<file path="config.mk">
export PLATFORM = sky130hd
export DESIGN_NAME = ground_scroll_sequencer_flat
export DESIGN_NICKNAME = d
export VERILOG_FILES = /design/src/rtl/ground_scroll_sequencer_pkg.sv /design/src/rtl/ground_scroll_sequencer_if.sv /design/src/rtl/ground_scroll_sequencer_sync_edge_det.sv /design/src/rtl/ground_scroll_sequencer.sv /design/src/flat_wrapper.sv
export SDC_FILE = /design/constraint.sdc
export NUM_CORES = 1
export LEC_CHECK = 0
export CORE_MARGIN = 3
export CORE_UTILIZATION = 54
export CTS_CLUSTER_DIAMETER = 60
export DETAILED_ROUTE_END_ITERATION = 10
export GPL_TIMING_DRIVEN = 0
export PLACE_DENSITY = 0.85
export SLEW_MARGIN = 10
export SYNTH_ARGS = -nofsm -noshare
export SYNTH_HDL_FRONTEND = slang
export SYNTH_SLANG_ARGS = --single-unit
</file>
<file path="constraint.sdc">
create_clock -name clkdiv -period 3.9 [get_ports clkdiv]
set_clock_uncertainty 0.15 [all_clocks]
set_input_delay 0.78 -clock clkdiv [delete_from_list [all_inputs] [get_ports clkdiv]]
set_output_delay 0.78 -clock clkdiv [all_outputs]
set_load 0.05 [all_outputs]
</file>
<file path="src/rtl/ground_scroll_sequencer_pkg.sv">
// ground_seq_pkg: shared types and defaults for the ground scroll sequencer.
// Exports: state_e (IDLE/RUN/CRASH/OVER) and default tile-width and max-speed constants.
// Imported by the top; the sub-module has no package dependency.
package ground_seq_pkg;

  typedef enum logic [1:0] {
    ST_IDLE  = 2'd0,
    ST_RUN   = 2'd1,
    ST_CRASH = 2'd2,
    ST_OVER  = 2'd3
  } state_e;

  localparam int DEF_PERIOD    = 40;
  localparam int DEF_MAX_SPEED = 8;

endpackage

</file>
<file path="src/rtl/ground_scroll_sequencer_if.sv">
// ground_scroll_sequencer_if: game-control bundle between frame timing/sprite logic and the sequencer.
// Inputs to the sequencer: fresh (frame strobe), start (button), collide (sprite hit).
// Outputs: game_status, game_over, ground_position, speed, score, frame_tick.
interface ground_scroll_sequencer_if #(
  parameter int POS_W   = 6,
  parameter int SPD_W   = 4,
  parameter int SCORE_W = 16
);
  logic               fresh;
  logic               start;
  logic               collide;
  logic               game_status;
  logic               game_over;
  logic [POS_W-1:0]   ground_position;
  logic [SPD_W-1:0]   speed;
  logic [SCORE_W-1:0] score;
  logic               frame_tick;

  // master: the environment (frame timing, button, sprite logic)
  modport master (
    output fresh, start, collide,
    input  game_status, game_over, ground_position, speed, score, frame_tick
  );

  // slave: the sequencer itself
  modport slave (
    input  fresh, start, collide,
    output game_status, game_over, ground_position, speed, score, frame_tick
  );
endinterface

</file>
<file path="src/rtl/ground_scroll_sequencer_sync_edge_det.sv">
// sync_edge_det: 2-flop synchronizer for an asynchronous level, with rise/fall pulses.
// Ports: clk_i, rst_ni (async active-low), d_i async level in, rise_o/fall_o one-cycle pulses.
// A pulse is visible after the 2nd clock edge following the input change.
module sync_edge_det (
  input  logic clk_i,
  input  logic rst_ni,
  input  logic d_i,
  output logic rise_o,
  output logic fall_o
);
  // [0],[1] synchronize; [2] holds the previous synchronized value for edge detection
  logic [2:0] sh_q;

  always_ff @(posedge clk_i or negedge rst_ni) begin
    if (!rst_ni) sh_q <= 3'b000;
    else         sh_q <= {sh_q[1:0], d_i};
  end

  assign rise_o = sh_q[1] & ~sh_q[2];
  assign fall_o = ~sh_q[1] & sh_q[2];
endmodule

</file>
<file path="src/rtl/ground_scroll_sequencer.sv">
// ground_scroll_sequencer: game-flow FSM owning ground scroll offset, speed and score.
// Ports: clkdiv (bit 0 is the clock, rest unused), N_rst async active-low, bus (slave side of
// ground_scroll_sequencer_if). Optional macro SCORE_BCD_EN selects a packed-BCD score.
module ground_scroll_sequencer
  import ground_seq_pkg::*;
#(
  parameter int PERIOD       = DEF_PERIOD,
  parameter int POS_W        = 6,
  parameter int SPD_W        = 4,
  parameter int MAX_SPEED    = DEF_MAX_SPEED,
  parameter int RAMP_FRAMES  = 600,
  parameter int CRASH_FRAMES = 30,
  parameter int SCORE_W      = 16
) (
  input  logic [31:0]               clkdiv,
  input  logic                      N_rst,
  ground_scroll_sequencer_if.slave  bus
);
  localparam int RAMP_W  = $clog2(RAMP_FRAMES + 1);
  localparam int CRASH_W = $clog2(CRASH_FRAMES + 1);
  localparam logic [RAMP_W-1:0]  RAMP_LAST  = RAMP_W'(RAMP_FRAMES - 1);
  localparam logic [CRASH_W-1:0] CRASH_LAST = CRASH_W'(CRASH_FRAMES - 1);
  localparam logic [POS_W:0]     PERIOD_X   = (POS_W + 1)'(PERIOD);
  localparam logic [SPD_W-1:0]   SPD_MAX    = SPD_W'(MAX_SPEED);
  localparam logic [SPD_W-1:0]   SPD_ONE    = SPD_W'(1);

  logic clk;
  logic clkdiv_unused;
  assign clk           = clkdiv[0];
  assign clkdiv_unused = ^clkdiv[31:1];

  logic frame_evt, start_evt, fresh_rise_unused, start_fall_unused;

  sync_edge_det u_fresh_sync (
    .clk_i (clk), .rst_ni (N_rst), .d_i (bus.fresh),
    .rise_o(fresh_rise_unused), .fall_o(frame_evt)
  );

  sync_edge_det u_start_sync (
    .clk_i (clk), .rst_ni (N_rst), .d_i (bus.start),
    .rise_o(start_evt), .fall_o(start_fall_unused)
  );

  state_e             state_q, state_d;
  logic [POS_W-1:0]   pos_q, pos_d, pos_adv;
  logic [SPD_W-1:0]   spd_q, spd_d, spd_inc;
  logic [SCORE_W-1:0] score_q, score_d, score_inc;
  logic [RAMP_W-1:0]  ramp_q, ramp_d;
  logic [CRASH_W-1:0] crash_q, crash_d;
  logic               tick_q;
  logic [POS_W:0]     pos_sum;

  // Speed never exceeds PERIOD-1, so one conditional subtract is a full modulo.
  assign pos_sum = {1'b0, pos_q} + (POS_W + 1)'(spd_q);
  assign pos_adv = (pos_sum >= PERIOD_X) ? POS_W'(pos_sum - PERIOD_X) : pos_sum[POS_W-1:0];
  assign spd_inc = (spd_q >= SPD_MAX) ? SPD_MAX : spd_q + SPD_ONE;

`ifdef SCORE_BCD_EN
  logic bcd_carry, bcd_all9;
  // Ripple +1 through the digits; an all-9s score holds rather than rolling to zero.
  always_comb begin
    score_inc = score_q;
    bcd_carry = 1'b1;
    bcd_all9  = 1'b1;
    for (int i = 0; i < SCORE_W / 4; i++) begin
      if (score_q[4*i +: 4] != 4'd9) bcd_all9 = 1'b0;
      if (bcd_carry) begin
        if (score_q[4*i +: 4] == 4'd9) begin
          score_inc[4*i +: 4] = 4'd0;
        end else begin
          score_inc[4*i +: 4] = score_q[4*i +: 4] + 4'd1;
          bcd_carry           = 1'b0;
        end
      end
    end
    if (bcd_all9) score_inc = score_q;
  end
`else
  assign score_inc = (score_q == '1) ? score_q : score_q + SCORE_W'(1);
`endif

  always_ff @(posedge clk or negedge N_rst) begin
    if (!N_rst) begin
      state_q <= ST_IDLE;
      pos_q   <= '0;
      spd_q   <= SPD_ONE;
      score_q <= '0;
      ramp_q  <= '0;
      crash_q <= '0;
      tick_q  <= 1'b0;
    end else begin
      state_q <= state_d;
      pos_q   <= pos_d;
      spd_q   <= spd_d;
      score_q <= score_d;
      ramp_q  <= ramp_d;
      crash_q <= crash_d;
      tick_q  <= frame_evt;
    end
  end

  always_comb begin
    state_d = state_q;
    pos_d   = pos_q;
    spd_d   = spd_q;
    score_d = score_q;
    ramp_d  = ramp_q;
    crash_d = crash_q;
    case (state_q)
      // A frame end coinciding with the restart is dropped: the first advance
      // waits for the next frame.
      ST_IDLE, ST_OVER: begin
        if (start_evt) begin
          state_d = ST_RUN;
          pos_d   = '0;
          spd_d   = SPD_ONE;
          score_d = '0;
          ramp_d  = '0;
          crash_d = '0;
        end
      end
      ST_RUN: begin
        if (frame_evt) begin
          if (bus.collide) begin
            // Freeze on the colliding frame: nothing advances.
            state_d = ST_CRASH;
            crash_d = '0;
          end else begin
            pos_d   = pos_adv;
            score_d = score_inc;
            if (ramp_q == RAMP_LAST) begin
              ramp_d = '0;
              spd_d  = spd_inc;
            end else begin
              ramp_d = ramp_q + RAMP_W'(1);
            end
          end
        end
      end
      ST_CRASH: begin
        if (frame_evt) begin
          if (crash_q == CRASH_LAST) begin
            state_d = ST_OVER;
            crash_d = '0;
          end else begin
            crash_d = crash_q + CRASH_W'(1);
          end
        end
      end
      default: state_d = ST_IDLE;
    endcase
  end

  assign bus.game_status     = (state_q == ST_RUN);
  assign bus.game_over       = (state_q == ST_OVER);
  assign bus.ground_position = pos_q;
  assign bus.speed           = spd_q;
  assign bus.score           = score_q;
  assign bus.frame_tick      = tick_q;
endmodule
</file>
<file path="src/flat_wrapper.sv">
// flat-port wrapper written by rule: the top's interface ports become plain ports
module ground_scroll_sequencer_flat import ground_seq_pkg::*;
#(
  parameter int PERIOD       = DEF_PERIOD,
  parameter int POS_W        = 6,
  parameter int SPD_W        = 4,
  parameter int MAX_SPEED    = DEF_MAX_SPEED,
  parameter int RAMP_FRAMES  = 600,
  parameter int CRASH_FRAMES = 30,
  parameter int SCORE_W      = 16
)
  (clkdiv, N_rst, bus_fresh, bus_start, bus_collide, bus_game_status, bus_game_over, bus_ground_position, bus_speed, bus_score, bus_frame_tick);
  ground_scroll_sequencer_if #(.POS_W(POS_W), .SPD_W(SPD_W), .SCORE_W(SCORE_W)) bus_i ();
  input  logic [31:0] clkdiv;
  input  logic N_rst;
  input wire logic [$bits(bus_i.fresh)-1:0] bus_fresh;
  input wire logic [$bits(bus_i.start)-1:0] bus_start;
  input wire logic [$bits(bus_i.collide)-1:0] bus_collide;
  output wire logic [$bits(bus_i.game_status)-1:0] bus_game_status;
  output wire logic [$bits(bus_i.game_over)-1:0] bus_game_over;
  output wire logic [$bits(bus_i.ground_position)-1:0] bus_ground_position;
  output wire logic [$bits(bus_i.speed)-1:0] bus_speed;
  output wire logic [$bits(bus_i.score)-1:0] bus_score;
  output wire logic [$bits(bus_i.frame_tick)-1:0] bus_frame_tick;
  assign bus_i.fresh = bus_fresh;
  assign bus_i.start = bus_start;
  assign bus_i.collide = bus_collide;
  assign bus_game_status = bus_i.game_status;
  assign bus_game_over = bus_i.game_over;
  assign bus_ground_position = bus_i.ground_position;
  assign bus_speed = bus_i.speed;
  assign bus_score = bus_i.score;
  assign bus_frame_tick = bus_i.frame_tick;
  ground_scroll_sequencer #(.PERIOD(PERIOD), .POS_W(POS_W), .SPD_W(SPD_W), .MAX_SPEED(MAX_SPEED), .RAMP_FRAMES(RAMP_FRAMES), .CRASH_FRAMES(CRASH_FRAMES), .SCORE_W(SCORE_W)) u_core (.clkdiv(clkdiv), .N_rst(N_rst), .bus(bus_i));
endmodule
</file>
==> results.yml <==
status:
  status: "completed"
routing:
  vias_per_cell: 5.82
  routed_wl_um: 5920
  drt-initial-drc-count: 157
  first_pass_iters: 5
  wl_per_cell_um: 14.8
  via_count: 2324
  antenna_left: 0
  drcViolationCount: 0
clock_network:
  cts_root_buffer: "clkbuf_8"
  clkLatencyLatePin_ns: 0.30
  cts_tree: "done"
  cts_buffer_depth: 2
  postCtsSetupBuffers: 0
  cts_htree_levels: 2
  cts_buffers: 5
  cts_resized: 0
  cts.clk_slew.worst_paths_ns: 0.09
  ctsHoldBuffers: 0
  numClockSinks: 50
synth:
  synthAdderAreaFrac: 0.0741
  ys_ff_latch: 50
  synth-simple-area-share: 0.225
  yosysWarnings: 0
  synth.cell_area_um2: 2800
  synth_mux_area_frac: 0.0112
  yosysSeqAreaShare: 0.447
  synth_xor_area_frac: 0.0563
  synth_compound_area_frac: 0.159
  async_reset_ff_frac: 1.00
  synth_top_family_by_area: "simple AND/OR/NAND/NOR gates"
  synth_nets: 342
  synth_cells: 290
  synth-main-ff-cell: "dfrtp_1"
  synth_cell_types: 57
  synth.avg_cell_area_um2: 9.66
  synth_edf_count: 0
layout:
  postLayoutCellArea_um2: 3350
  final_cell_mix: "dfrtp_1 (49), clkdlybuf4s50_1 (32), nand3_1 (28), nor2_1 (28)"
  n_antenna_cell: 0
  nFillCells: 398
  final_common_cell: "dfrtp_1"
  areaGrowthSynthToFinish_pct: 19.5
  layout.nets: 383
  drive_gt1_frac: 0.0723
worst_hold_path:
  min_from: "u_core.u_fresh_sync.sh_q[0]$_DFF_PN0_"
  hold_class: "flip-flop to flip-flop"
sta:
  setup_viol: 0
  max_freq_ghz: 0.338
  min_period_ns: 2.96
  finalSetupTns_ns: 0
  rsz0062_at_grt: "false"
  slew-limit-headroom: 0.544
  finalMaxSlewViolations: 0
  tightest_slew_ns: 0.678
  hold_viol_final: 0
  finalCritPeriodShare: 0.759
placed_design:
  dpl-instance-area_um2: 3230
  dp_hpwl_um: 4340
  gp_congestion: 0.860
  port_buffers: 33
power_and_ir_drop:
  switching_power_uw: 833
  irDropWorstVdd_mv: 0.358
  p_leak_uw: 0.00149
  comb_power_share: 0.460
  p_int_uw: 1110
  swShare: 0.428
  p_clk_frac: 0.192
  p_per_area_nw_per_um2: 582
  seqPwrFrac: 0.347
  p_total_uw: 1950
grt:
  grt.met2_usage: 0.364
  grt_max_degree: 38
  grt-ovfl-total: 0
  use_met3: 0.0413
  grt_pass1_vias: 2286
  grt_pass1_wl_um: 10400
  gr-usage-met1: 0.272
  antenna_found_initial: 0
  grtUsageTotal: 0.211
  busiest_layer: "met2"
setup_path:
  rr_worst_depth: 8
  startpoint_type: "flip-flop"
  timing.rr.start: "u_core.bus.speed[0]$_DFFE_PN1P_"
  crit_path_start: "u_core.bus.speed[0]$_DFFE_PN1P_"
  cp-endpoint: "u_core.bus.ground_position[3]$_DFFE_PN0P_"
  arrival_ns: 2.98
  cp-end-kind: "flip-flop"
  reg2reg_to: "u_core.bus.ground_position[3]$_DFFE_PN0P_"
  r2r_slack_ns: 0.94
  critPathMaxFanout: 6
  critPathRequiredTime_ns: 3.92
  path_class: "flip-flop to flip-flop"
die:
  initial_utilization: 0.574
  io_pins: 65
  die_y_um: 78.0
  die_w_um: 78.0
  die_area_um2: 6090
  num_rows: 25
  core-area_um2: 4880
job:
  maxCapViolations: 0
-- how the worst min path moves through the flow --
| stage | to | cells after the start |
|---|---|---|
| 6_report | u_core.u_fresh_sync.sh_q[1]$_DFF_PN0_ | 0 |
| 5_1_grt | u_core.u_fresh_sync.sh_q[1]$_DFF_PN0_ | 0 |
| 4_1_cts | u_core.u_fresh_sync.sh_q[1]$_DFF_PN0_ | 0 |
| 3_5_place_dp | u_core.u_fresh_sync.sh_q[1]$_DFF_PN0_ | 0 |
| 3_3_place_gp | u_core.u_start_sync.sh_q[1]$_DFF_PN0_ | 0 |
| 2_1_floorplan | u_core.u_fresh_sync.sh_q[1]$_DFF_PN0_ | 0 |
-- Yosys cell counts, types with 2 or more instances --
cell type / instances / area, um^2
dfrtp_1: 49 / 1230
nand3_1: 28 / 140
nor2_1: 28 / 105
nand2_1: 27 / 101
o21ai_1: 27 / 135
ha_1: 15 / 188
and3_1: 10 / 62.6
xnor2_1: 10 / 87.6
inv_1: 9 / 33.8
a21oi_1: 8 / 40.0
xor2_1: 8 / 70.1
nand4_1: 5 / 31.3
o31ai_1: 5 / 37.5
a211oi_1: 3 / 22.5
a21o_1: 3 / 22.5
nor3_1: 3 / 15.0
o211ai_1: 3 / 22.5
a2111oi_0: 2 / 17.5
and2_1: 2 / 12.5
and4_1: 2 / 17.5
buf_2: 2 / 10.0
clkbuf_1: 2 / 7.51
inv_2: 2 / 7.51
mux2i_1: 2 / 20.0
nand2b_1: 2 / 12.5
nor2b_1: 2 / 12.5
-- through the flow --
step / utilization / instances / setup slack [ns] / hold WS, ns
2_1_floorplan: - / 290 / 0.974 / 0.181
6_report: 0.686 / 399 / 0.939 / 0.208
3_5_place_dp: 0.662 / 391 / 0.991 / 0.193
3_3_place_gp: 0.659 / 390 / 0.485 / 0.184
5_1_grt: 0.686 / 399 / 0.782 / 0.225
4_1_cts: 0.686 / 399 / 0.958 / 0.211
-- registers in the layout, summed over array words and instances (netlist names) --
register and flops:
u_core.bus.ground_position 6, u_core.u_start_sync.sh_q 3, u_core.u_fresh_sync.sh_q 3, u_core.ramp_q 10
u_core.bus.speed 4, u_core.bus.score 16, u_core.crash_q 5, u_core.state_q 2
u_core.bus.frame_tick 1
-- power groups by stage --
stage               registers (uW)  logic [uW]  clock network (uW)
global placement               681         864                   0
global route                   692         977                 404
detailed placement             684         893                   0
floorplan                      804         531                   0
finish                         676         896                 375
CTS                            675         897                 382
-- critical path, stage by stage (launching register included) --
cell	delay (ns)
dfstp_2	0.59
ha_1	0.22
fa_1	0.50
or4b_1	0.56
a211oi_1	0.26
a211oi_1	0.10
o211ai_2	0.19
xor2_1	0.18
o21ai_1	0.07
-- logic make-up (layout without fill, tap and decap cells) --
kind of cell	count (synthesis)	in the layout
and+or+nand+nor	121	121
AOI/OAI and AO/OA	65	65
DFF	50	50
xor gates and xnor gates	18	18
buffers and inverters	17	59
adders and majority gates	16	16
muxes	3	3
-- layout make-up --
cell class                 instances  area (um^2)  share of cell area
multi-input combinational        223         1470               0.440
sequential                        50         1250               0.374
timing repair buffer              34          345               0.103
clock buffer                       7         86.3              0.0258
tap                               67         83.8              0.0250
inverter                          11         41.3              0.0123
buffer                             6         36.3              0.0108
clock inverter                     1         30.0             0.00897
-- layer usage --
layer	vias to the layer above	routed length (um)
met5	-	0
met4	0	43
met3	6	244
met2	59	3010
met1	1136	2620
li1	1123	-
No activity file was read; power rests on OpenSTA's default activity.
